## src/rtl/rename_ctrl.sv

```systemverilog
// Busy/rename-tag table for the architectural register file. It also drives the value-array write
// port from ROB commits and discards every outstanding rename on a mispredict flush.
module rename_ctrl #(
    parameter int REG_NUM   = 32,
    parameter int REG_IDX_W = 5,
    parameter int ROB_IDX_W = 4,
    parameter int DATA_W    = 32
) (
    input  logic                 clk,
    input  logic                 rst,
    input  logic                 rdy,
    input  logic                 flush,
    input  logic                 issue_valid,
    input  logic [REG_IDX_W-1:0] issue_rd,
    input  logic [ROB_IDX_W-1:0] issue_tag,
    output logic                 issue_ready,
    input  logic                 commit_valid,
    input  logic [REG_IDX_W-1:0] commit_rd,
    input  logic [ROB_IDX_W-1:0] commit_tag,
    input  logic [DATA_W-1:0]    commit_value,
    output logic                 commit_ready,
    input  logic [REG_IDX_W-1:0] rs1_index,
    output logic                 rs1_busy,
    output logic [ROB_IDX_W-1:0] rs1_tag,
    output logic                 rs1_fwd,
    input  logic [REG_IDX_W-1:0] rs2_index,
    output logic                 rs2_busy,
    output logic [ROB_IDX_W-1:0] rs2_tag,
    output logic                 rs2_fwd,
    output logic                 rf_we,
    output logic [REG_IDX_W-1:0] rf_waddr,
    output logic [DATA_W-1:0]    rf_wdata,
    output logic [5:0]           busy_count
);

    typedef enum logic {RUN, CLEAR} state_t;

    state_t                 state_reg, state_next;
    logic [REG_NUM-1:0]     busy_reg, busy_next;
    logic [ROB_IDX_W-1:0]   tag_reg  [REG_NUM];
    logic [ROB_IDX_W-1:0]   tag_next [REG_NUM];
    logic [REG_NUM-1:0]     hit_issue, hit_clear;
    logic [5:0]             count_reg, count_next;
    logic                   rf_we_reg;
    logic [REG_IDX_W-1:0]   rf_waddr_reg;
    logic [DATA_W-1:0]      rf_wdata_reg;
    logic                   clear_req;
    logic                   issue_acc, commit_acc, commit_wr;

    always_comb begin
        state_next   = state_reg;
        issue_ready  = 1'b0;
        commit_ready = 1'b0;
        clear_req    = 1'b0;
        case (state_reg)
            RUN: begin
                issue_ready  = rdy;
                commit_ready = rdy;
                if (rdy && flush) state_next = CLEAR;
            end
            CLEAR: begin
                clear_req = rdy;
                if (rdy) state_next = RUN;
            end
            default: state_next = RUN;
        endcase
    end

    // An issue in the flush cycle belongs to the wrong path and is dropped; x0 never becomes busy.
    assign issue_acc  = issue_valid && issue_ready && !flush && (issue_rd != '0);
    assign commit_acc = commit_valid && commit_ready;
    assign commit_wr  = commit_acc && (commit_rd != '0);

    genvar gi;
    generate
        for (gi = 0; gi < REG_NUM; gi++) begin : g_reg
            assign hit_issue[gi] = issue_acc && (issue_rd == REG_IDX_W'(gi));
            assign hit_clear[gi] = commit_acc && (commit_rd == REG_IDX_W'(gi))
                                   && busy_reg[gi] && (tag_reg[gi] == commit_tag);
            // Issue takes priority so a same-cycle commit to the old rename cannot free the new one.
            assign busy_next[gi] = clear_req     ? 1'b0 :
                                   hit_issue[gi] ? 1'b1 :
                                   hit_clear[gi] ? 1'b0 : busy_reg[gi];
            assign tag_next[gi]  = clear_req     ? '0 :
                                   hit_issue[gi] ? issue_tag : tag_reg[gi];

            always_ff @(posedge clk or posedge rst) begin
                if (rst) tag_reg[gi] <= '0;
                else     tag_reg[gi] <= tag_next[gi];
            end
        end
    endgenerate

    always_comb begin
        count_next = '0;
        for (int i = 0; i < REG_NUM; i++) begin
            count_next = count_next + 6'(busy_next[i]);
        end
    end

    always_ff @(posedge clk or posedge rst) begin
        if (rst) begin
            state_reg <= RUN;
            busy_reg  <= '0;
            count_reg <= '0;
        end else begin
            state_reg <= state_next;
            busy_reg  <= busy_next;
            count_reg <= count_next;
        end
    end

    always_ff @(posedge clk or posedge rst) begin
        if (rst) begin
            rf_we_reg    <= 1'b0;
            rf_waddr_reg <= '0;
            rf_wdata_reg <= '0;
        end else if (rdy) begin
            rf_we_reg <= commit_wr;
            if (commit_wr) begin
                rf_waddr_reg <= commit_rd;
                rf_wdata_reg <= commit_value;
            end
        end
    end

    logic [REG_IDX_W-1:0] lk_idx  [2];
    logic                 lk_busy [2];
    logic                 lk_fwd  [2];
    logic [ROB_IDX_W-1:0] lk_tag  [2];

    assign lk_idx[0] = rs1_index;
    assign lk_idx[1] = rs2_index;

    genvar pi;
    generate
        for (pi = 0; pi < 2; pi++) begin : g_lookup
            logic nz;
            assign nz          = (lk_idx[pi] != '0);
            // A commit retiring the producer this cycle lets the reader take commit_value directly.
            assign lk_fwd[pi]  = nz && commit_acc && (commit_rd == lk_idx[pi])
                                 && busy_reg[lk_idx[pi]] && (tag_reg[lk_idx[pi]] == commit_tag);
            assign lk_busy[pi] = nz && busy_reg[lk_idx[pi]] && !lk_fwd[pi];
            assign lk_tag[pi]  = tag_reg[lk_idx[pi]];
        end
    endgenerate

    assign rs1_busy   = lk_busy[0];
    assign rs1_tag    = lk_tag[0];
    assign rs1_fwd    = lk_fwd[0];
    assign rs2_busy   = lk_busy[1];
    assign rs2_tag    = lk_tag[1];
    assign rs2_fwd    = lk_fwd[1];
    assign rf_we      = rf_we_reg;
    assign rf_waddr   = rf_waddr_reg;
    assign rf_wdata   = rf_wdata_reg;
    assign busy_count = count_reg;

endmodule

```

## config.mk

```make
export PLATFORM = sky130hd
export DESIGN_NAME = rename_ctrl
export DESIGN_NICKNAME = d
export VERILOG_FILES = /design/src/rtl/rename_ctrl.sv
export SDC_FILE = /design/constraint.sdc
export NUM_CORES = 1
export LEC_CHECK = 0
export ABC_AREA = 0
export CAP_MARGIN = 20
export CORE_ASPECT_RATIO = 0.75
export CORE_MARGIN = 2
export CORE_UTILIZATION = 40
export CTS_CLUSTER_DIAMETER = 60
export DETAILED_ROUTE_END_ITERATION = 8
export PLACE_DENSITY_LB_ADDON = 0.05
export SLEW_MARGIN = 15
export SYNTH_ARGS = -nofsm -noshare
export SYNTH_HDL_FRONTEND = slang
export SYNTH_SLANG_ARGS = --single-unit
```

## constraint.sdc

```tcl
create_clock -name clk -period 8.6 [get_ports clk]
set_input_delay 1.72 -clock clk [delete_from_list [all_inputs] [get_ports clk]]
set_output_delay 1.72 -clock clk [all_outputs]
set_load 0.05 [all_outputs]
```

Yosys cells after proc, flatten, opt, wreduce, memory -nomap -nowiden
Index checks and enable logic that the tools add are counted.
{ "totals": {"output_inout_bits": 58, "register_bits": 205, "wordCells": 537} }
{ "classes": {"bitwise_logic": 3, "n_lt_le_gt_ge": 4, "n_mux": 175, "addsub": 31, "n_eq_ne": 98, "n_reduce_logical": 188} }
{ "ops": {"columns": ["operator", "n"], "rows": [
  ["two-way mux 4 bit", 68],
  ["equality test 5 bit, second input constant", 32],
  ["adder 6 x 1 -> 6 bit", 26],
  ["logical AND 1 bit", 146],
  ["equality test 4 bit", 34],
  ["two-way mux 1 bit", 102],
  ["equality test 5 x 4 -> 1 bit, second input constant", 16],
  ["nonzero test 2 bit", 32],
  ["binary-select mux 4 bit (select 5 bit)", 2],
  ["equality test 5 x 3 -> 1 bit, second input constant", 8],
  ["equality test 5 x 2 -> 1 bit, second input constant", 4],
  ["nonzero test 5 bit", 4],
  [">= comparator 6 bit, second input constant", 2],
  ["less-than comparator 5 x 6 -> 1 bit, second input constant", 2],
  ["inverter 5 -> 6 bit", 2],
  ["binary-select mux 1 bit (select 5 bit)", 2],
  ["equality test 5 x 1 -> 1 bit, second input constant", 2],
  ["equality test 5 bit", 2],
  ["logical NOT 5 bit", 2],
  ["adder 5 x 1 -> 6 bit", 1],
  ["adder 4 x 1 -> 5 bit", 1],
  ["adder 3 x 1 -> 4 bit", 1],
  ["adder 2 x 1 -> 3 bit", 1],
  ["logical NOT 1 bit", 3],
  ["other kinds (4)", 4]
]} }

Depth between registers and ports, before layout
Gate-level depths: netlist (run 1).
{ "logic_depth": {"depth_word": 39, "depth_mapped": 22, "ltp_nobuf": 22} }

Worst setup path after synthesis (run 1)
No wires, ideal clock.
{ "synth_path": {"path_kind": "input to register", "startpoint": "input port rdy", "endpoint": "register count_reg[4], in the netlist busy_count[4]", "t_arrival_ps": 7395, "t_required_ps": 8520, "path_slack_ps": 1125, "setup_ps": 80, "cell_stages": 20, "path_buffers": 1, "cell_sequence": "and2b_1 -> and4bb_2 -> nand2b_1 -> clkbuf_1 -> nor2_1 -> o21ai_0 -> fa_1 -> inv_1 -> fa_1 -> inv_1 -> fa_1 -> fa_1 -> fa_1 -> inv_1 -> fa_1 -> ha_1 -> fa_1 -> a21o_1 -> a21oi_1 -> xnor2_1"} }
{ "synth_via": {"elab_chain_cells": 39, "word_cells_on_any_way": 261, "classes_between": "add/sub (31); mux (98); reduce/logical (132)"} }
{ "synth_lines": {"columns": ["item", "line_no", "rtl"], "rows": [
  ["start: declaration", "11", "input logic rdy,"],
  ["two-way mux 1 bit", "55", "case (state_reg)"],
  ["logical AND 1 bit", "71", "assign commit_acc = commit_valid && commit_ready;"],
  ["logical AND 1 bit", "78", "assign hit_clear[gi] = commit_acc && (commit_rd == REG_IDX_W'(gi))"],
  ["logical AND 1 bit (2 in series)", "79", "&& busy_reg[gi] && (tag_reg[gi] == commit_tag);"],
  ["two-way mux 1 bit", "83", "hit_clear[gi] ? 1'b0 : busy_reg[gi];"],
  ["two-way mux 1 bit", "82", "hit_issue[gi] ? 1'b1 :"],
  ["two-way mux 1 bit", "81", "assign busy_next[gi] = clear_req ? 1'b0 :"],
  ["adder 1 x 1 -> 2 bit", "97", "count_next = count_next + 6'(busy_next[i]);"],
  ["adder 2 x 1 -> 3 bit", "97", null],
  ["adder 3 x 1 -> 4 bit", "97", null],
  ["adder 4 x 1 -> 5 bit", "97", null],
  ["adder 5 x 1 -> 6 bit", "97", null],
  ["adder 6 x 1 -> 6 bit (25 in series)", "97", null],
  ["adder 6 x 1 -> 6 bit (*)", "97", null],
  ["via count_next[4]", "43", "logic [5:0] count_reg, count_next;"],
  ["end signal: assignment", "109", "count_reg <= count_next;"],
  ["end: declaration", "43", null]
]} }
The timed path passes the listed nets; every way through them passes the cells marked *.
A chain may end at the register's enable or synchronous reset.

Worst setup path in the final report (run 1)
Same ends and word-level chain as after synthesis.

==> impl_metrics.toml, run 1 <==
[timing]
slew_headroom_pct = 24.9
worstMarginPinSlew_ns = 1.12
timing.final.hold_violations = 0
whs_ns = 0.502
setup_violations = 0
worst_clock_skew_ns = 0.0184
rsz0062_at_grt = "false"
post-route-period-util_pct = 91.1
fmax_mhz = 128
slew_viol_final = 0
period_needed_ns = 7.83
setup_tns_ns = 0

[synth]
syn-num-nets = 1479
async_flop_share_pct = 100
synth_ff_type = "dfrtp_1"
synth_edf_count = 0
avgSynthCellArea_um2 = 9.92
syn_area_um2 = 13700
synth_largest_area_cell = "dfrtp_1"
ys_seq_area_share_pct = 37.4
synth_top_area_share_pct = 37.4
ys_seq_elements = 205
synth_cell_types = 56
synth_warnings = 0
synthTopCellsByArea = "dfrtp_1, mux2i_1, xnor2_1"
synthCells = 1382

[clocking]
post_cts_buffers = 0
clock_sinks = 205
hold_buffers = 0
cts_resized = 0
cts_tree = "yes"
htree_levels = 1
clk_path_buf_depth = 3
clkTransAtPathRegs_ns = 0.06
clock_latency_ns = 0.56
cts_root_buf = "clkbuf_16"
cts-buffers-inserted = 26

[critical_path]
cp-end-kind = "flop"
crit_arrival_ns = 8.30
crit_type = "primary input to flop"
cp-start-kind = "primary input"
critPathMaxFanout = 5
worstRegToRegCells = 20
required_ns = 9.07

[global_route]
grt_pass1_wl_mm = 77.3
grt_overflow = 0
grt_max_degree = 85
antenna_found_initial = 0
grt_usage_pct = 29.9
grt_pass1_vias = 11000

[final_layout]
largest_register_ffs = 128
area_growth_pct = 19.4
layout_common_cells = "dfrtp_1, mux2i_1, nand2_1"
fillers = 3205
fin_nets = 1584
diodes = 0
drive_above_1_share_pct = 13.5
final_common_cell = "dfrtp_1"

[hold_path]
min_path_cells = 1
holdCritPathClass = "flop to flop"

[die]
io_pins = 124
start_util_pct = 40.8
die_y_um = 164
core_area_um2 = 33600
rows = 58
die_area_um2 = 35800
die_w_um = 218

[detailed_routing]
post_drt_wl_per_cell_um = 27.1
vias = 11500
routed_via_density = 5.86
ant_nets = 0
dr.pass1.iters = 5
drt_iter0_markers = 1229
drc = 0
finalWirelength_mm = 53.1

[pwr]
combPwrFrac_pct = 23.7
seqPwrFrac_pct = 36.7
leakage_nw = 7.04
ir_worst_vdd_v = 0.000126
p_int_mw = 1.93
p_total_mw = 2.87
sw_frac_of_total_pct = 32.6
clkPwrFrac_pct = 39.7
switchingPower_uw = 936
powerDensity_nw_per_um2 = 175

[placed_design]
routabilityCongestion = 0.973
dp_hpwl_mm = 39.5
port_buffers = 123

[flow_run]
maxCapViolations = 0

[outcome]
outcome = "completed"
power by group through the flow:
stage                     Sequential (mW)  Clock (mW)  Combinational [mW]
after floorplan                      1.22           0               0.278
after global placement               1.07           0               0.677
after detailed placement             1.07           0               0.676
after CTS                            1.05        1.16               0.679
after global routing                 1.06        1.20               0.714
final                                1.05        1.14               0.679
per-layer routing:
layer	share of wire, %	GRT usage, %	vias up	wire length [um]
li1	-	-	5060	-
met1	47	45.1	5748	24700
met2	40	40.2	572	21100
met3	11	10.3	79	5920
met4	2.5	7.48	0	1340
met5	0	0	-	0
cell type report:
| class | instances | area (um^2) | share of cell area (%) |
|---|---|---|---|
| repair buffers | 186 | 1700 | 10.4 |
| inverters | 57 | 221 | 1.35 |
| multi-input cells | 1011 | 7870 | 48.1 |
| clock buffers | 37 | 753 | 4.60 |
| flip-flops and latches | 205 | 5130 | 31.4 |
| well taps | 450 | 563 | 3.44 |
| clock inverters | 10 | 124 | 0.757 |
stage by stage:
stage	setup slack [ns]	instance area [um^2]	utilization (%)	cells
floorplan	1.12	13700	-	1382
global placement	0.341	15500	46.1	1909
detailed placement	0.225	15500	46.1	1909
CTS	0.783	16400	48.7	1956
global route	0.518	16400	48.7	1956
finish	0.770	16400	48.7	1956
logic make-up (layout without fill, tap and decap cells):
logic type / Yosys count / after routing / synth area share (%)
xor gates and xnor gates: 147 / 147 / 9.39
adders and majority gates: 31 / 31 / 4.14
AOI/OAI and AO/OA: 200 / 200 / 9.79
buffers and inverters: 166 / 290 / 5.27
DFF: 205 / 205 / 37.4
muxes: 234 / 234 / 20.5
and+or+nand+nor: 399 / 399 / 13.4
Yosys cell counts, drive strengths merged (11+ instances only):
library cell / n
a21oi: 92
nor2: 85
nor2b: 18
xor2: 40
o21ai: 13
nand3: 107
o41ai: 26
mux2: 46
mux2i: 155
mux4: 33
dfrtp: 205
and2: 11
buf: 42
nand2b: 12
clkbuf: 67
nand2: 135
xnor2: 107
inv: 57
fa: 24
a22oi: 31
worst paths after layout:
check,from,endpoint,slack (ns)
worst max-delay path,rdy,busy_count[4]$_DFF_PP0_,0.77
worst min-delay path,rf_waddr[4]$_DFFE_PP0P_,rf_waddr[4]$_DFFE_PP0P_,0.50
worst max register to register,state_reg$_DFF_PP0_,busy_count[4]$_DFF_PP0_,2.06
worst min register to register,rf_waddr[4]$_DFFE_PP0P_,rf_waddr[4]$_DFFE_PP0P_,0.50
max in group asynchronous,rst,rf_waddr[2]$_DFFE_PP0P_,5.55
min in group asynchronous,rst,tag_reg[117]$_DFFE_PP0P_,1.64
critical path, cell delays in order:
cell and delay, ns:
clkdlybuf4s50_1 0.58, and2b_1 0.18, nand2_1 0.14, nor2_1 0.30
nand3_1 0.33, o41a_1 0.52, o21ai_0 0.34, fa_1 0.48
inv_1 0.09, fa_1 0.42, inv_1 0.09, fa_1 0.46
fa_1 0.47, fa_1 0.50, inv_1 0.05, fa_1 0.43
ha_1 0.23, fa_1 0.46, a21o_1 0.20, a21oi_1 0.17
xnor2_1 0.13
Note: power is estimated with default switching activity, not from simulation.
==> inputs of run 2 (changes only) <==
- SLEW_MARGIN: 15 -> 20
==> results of run 2 <==
Same layout as run 1: the final DEF is identical, and so are final timing and power.
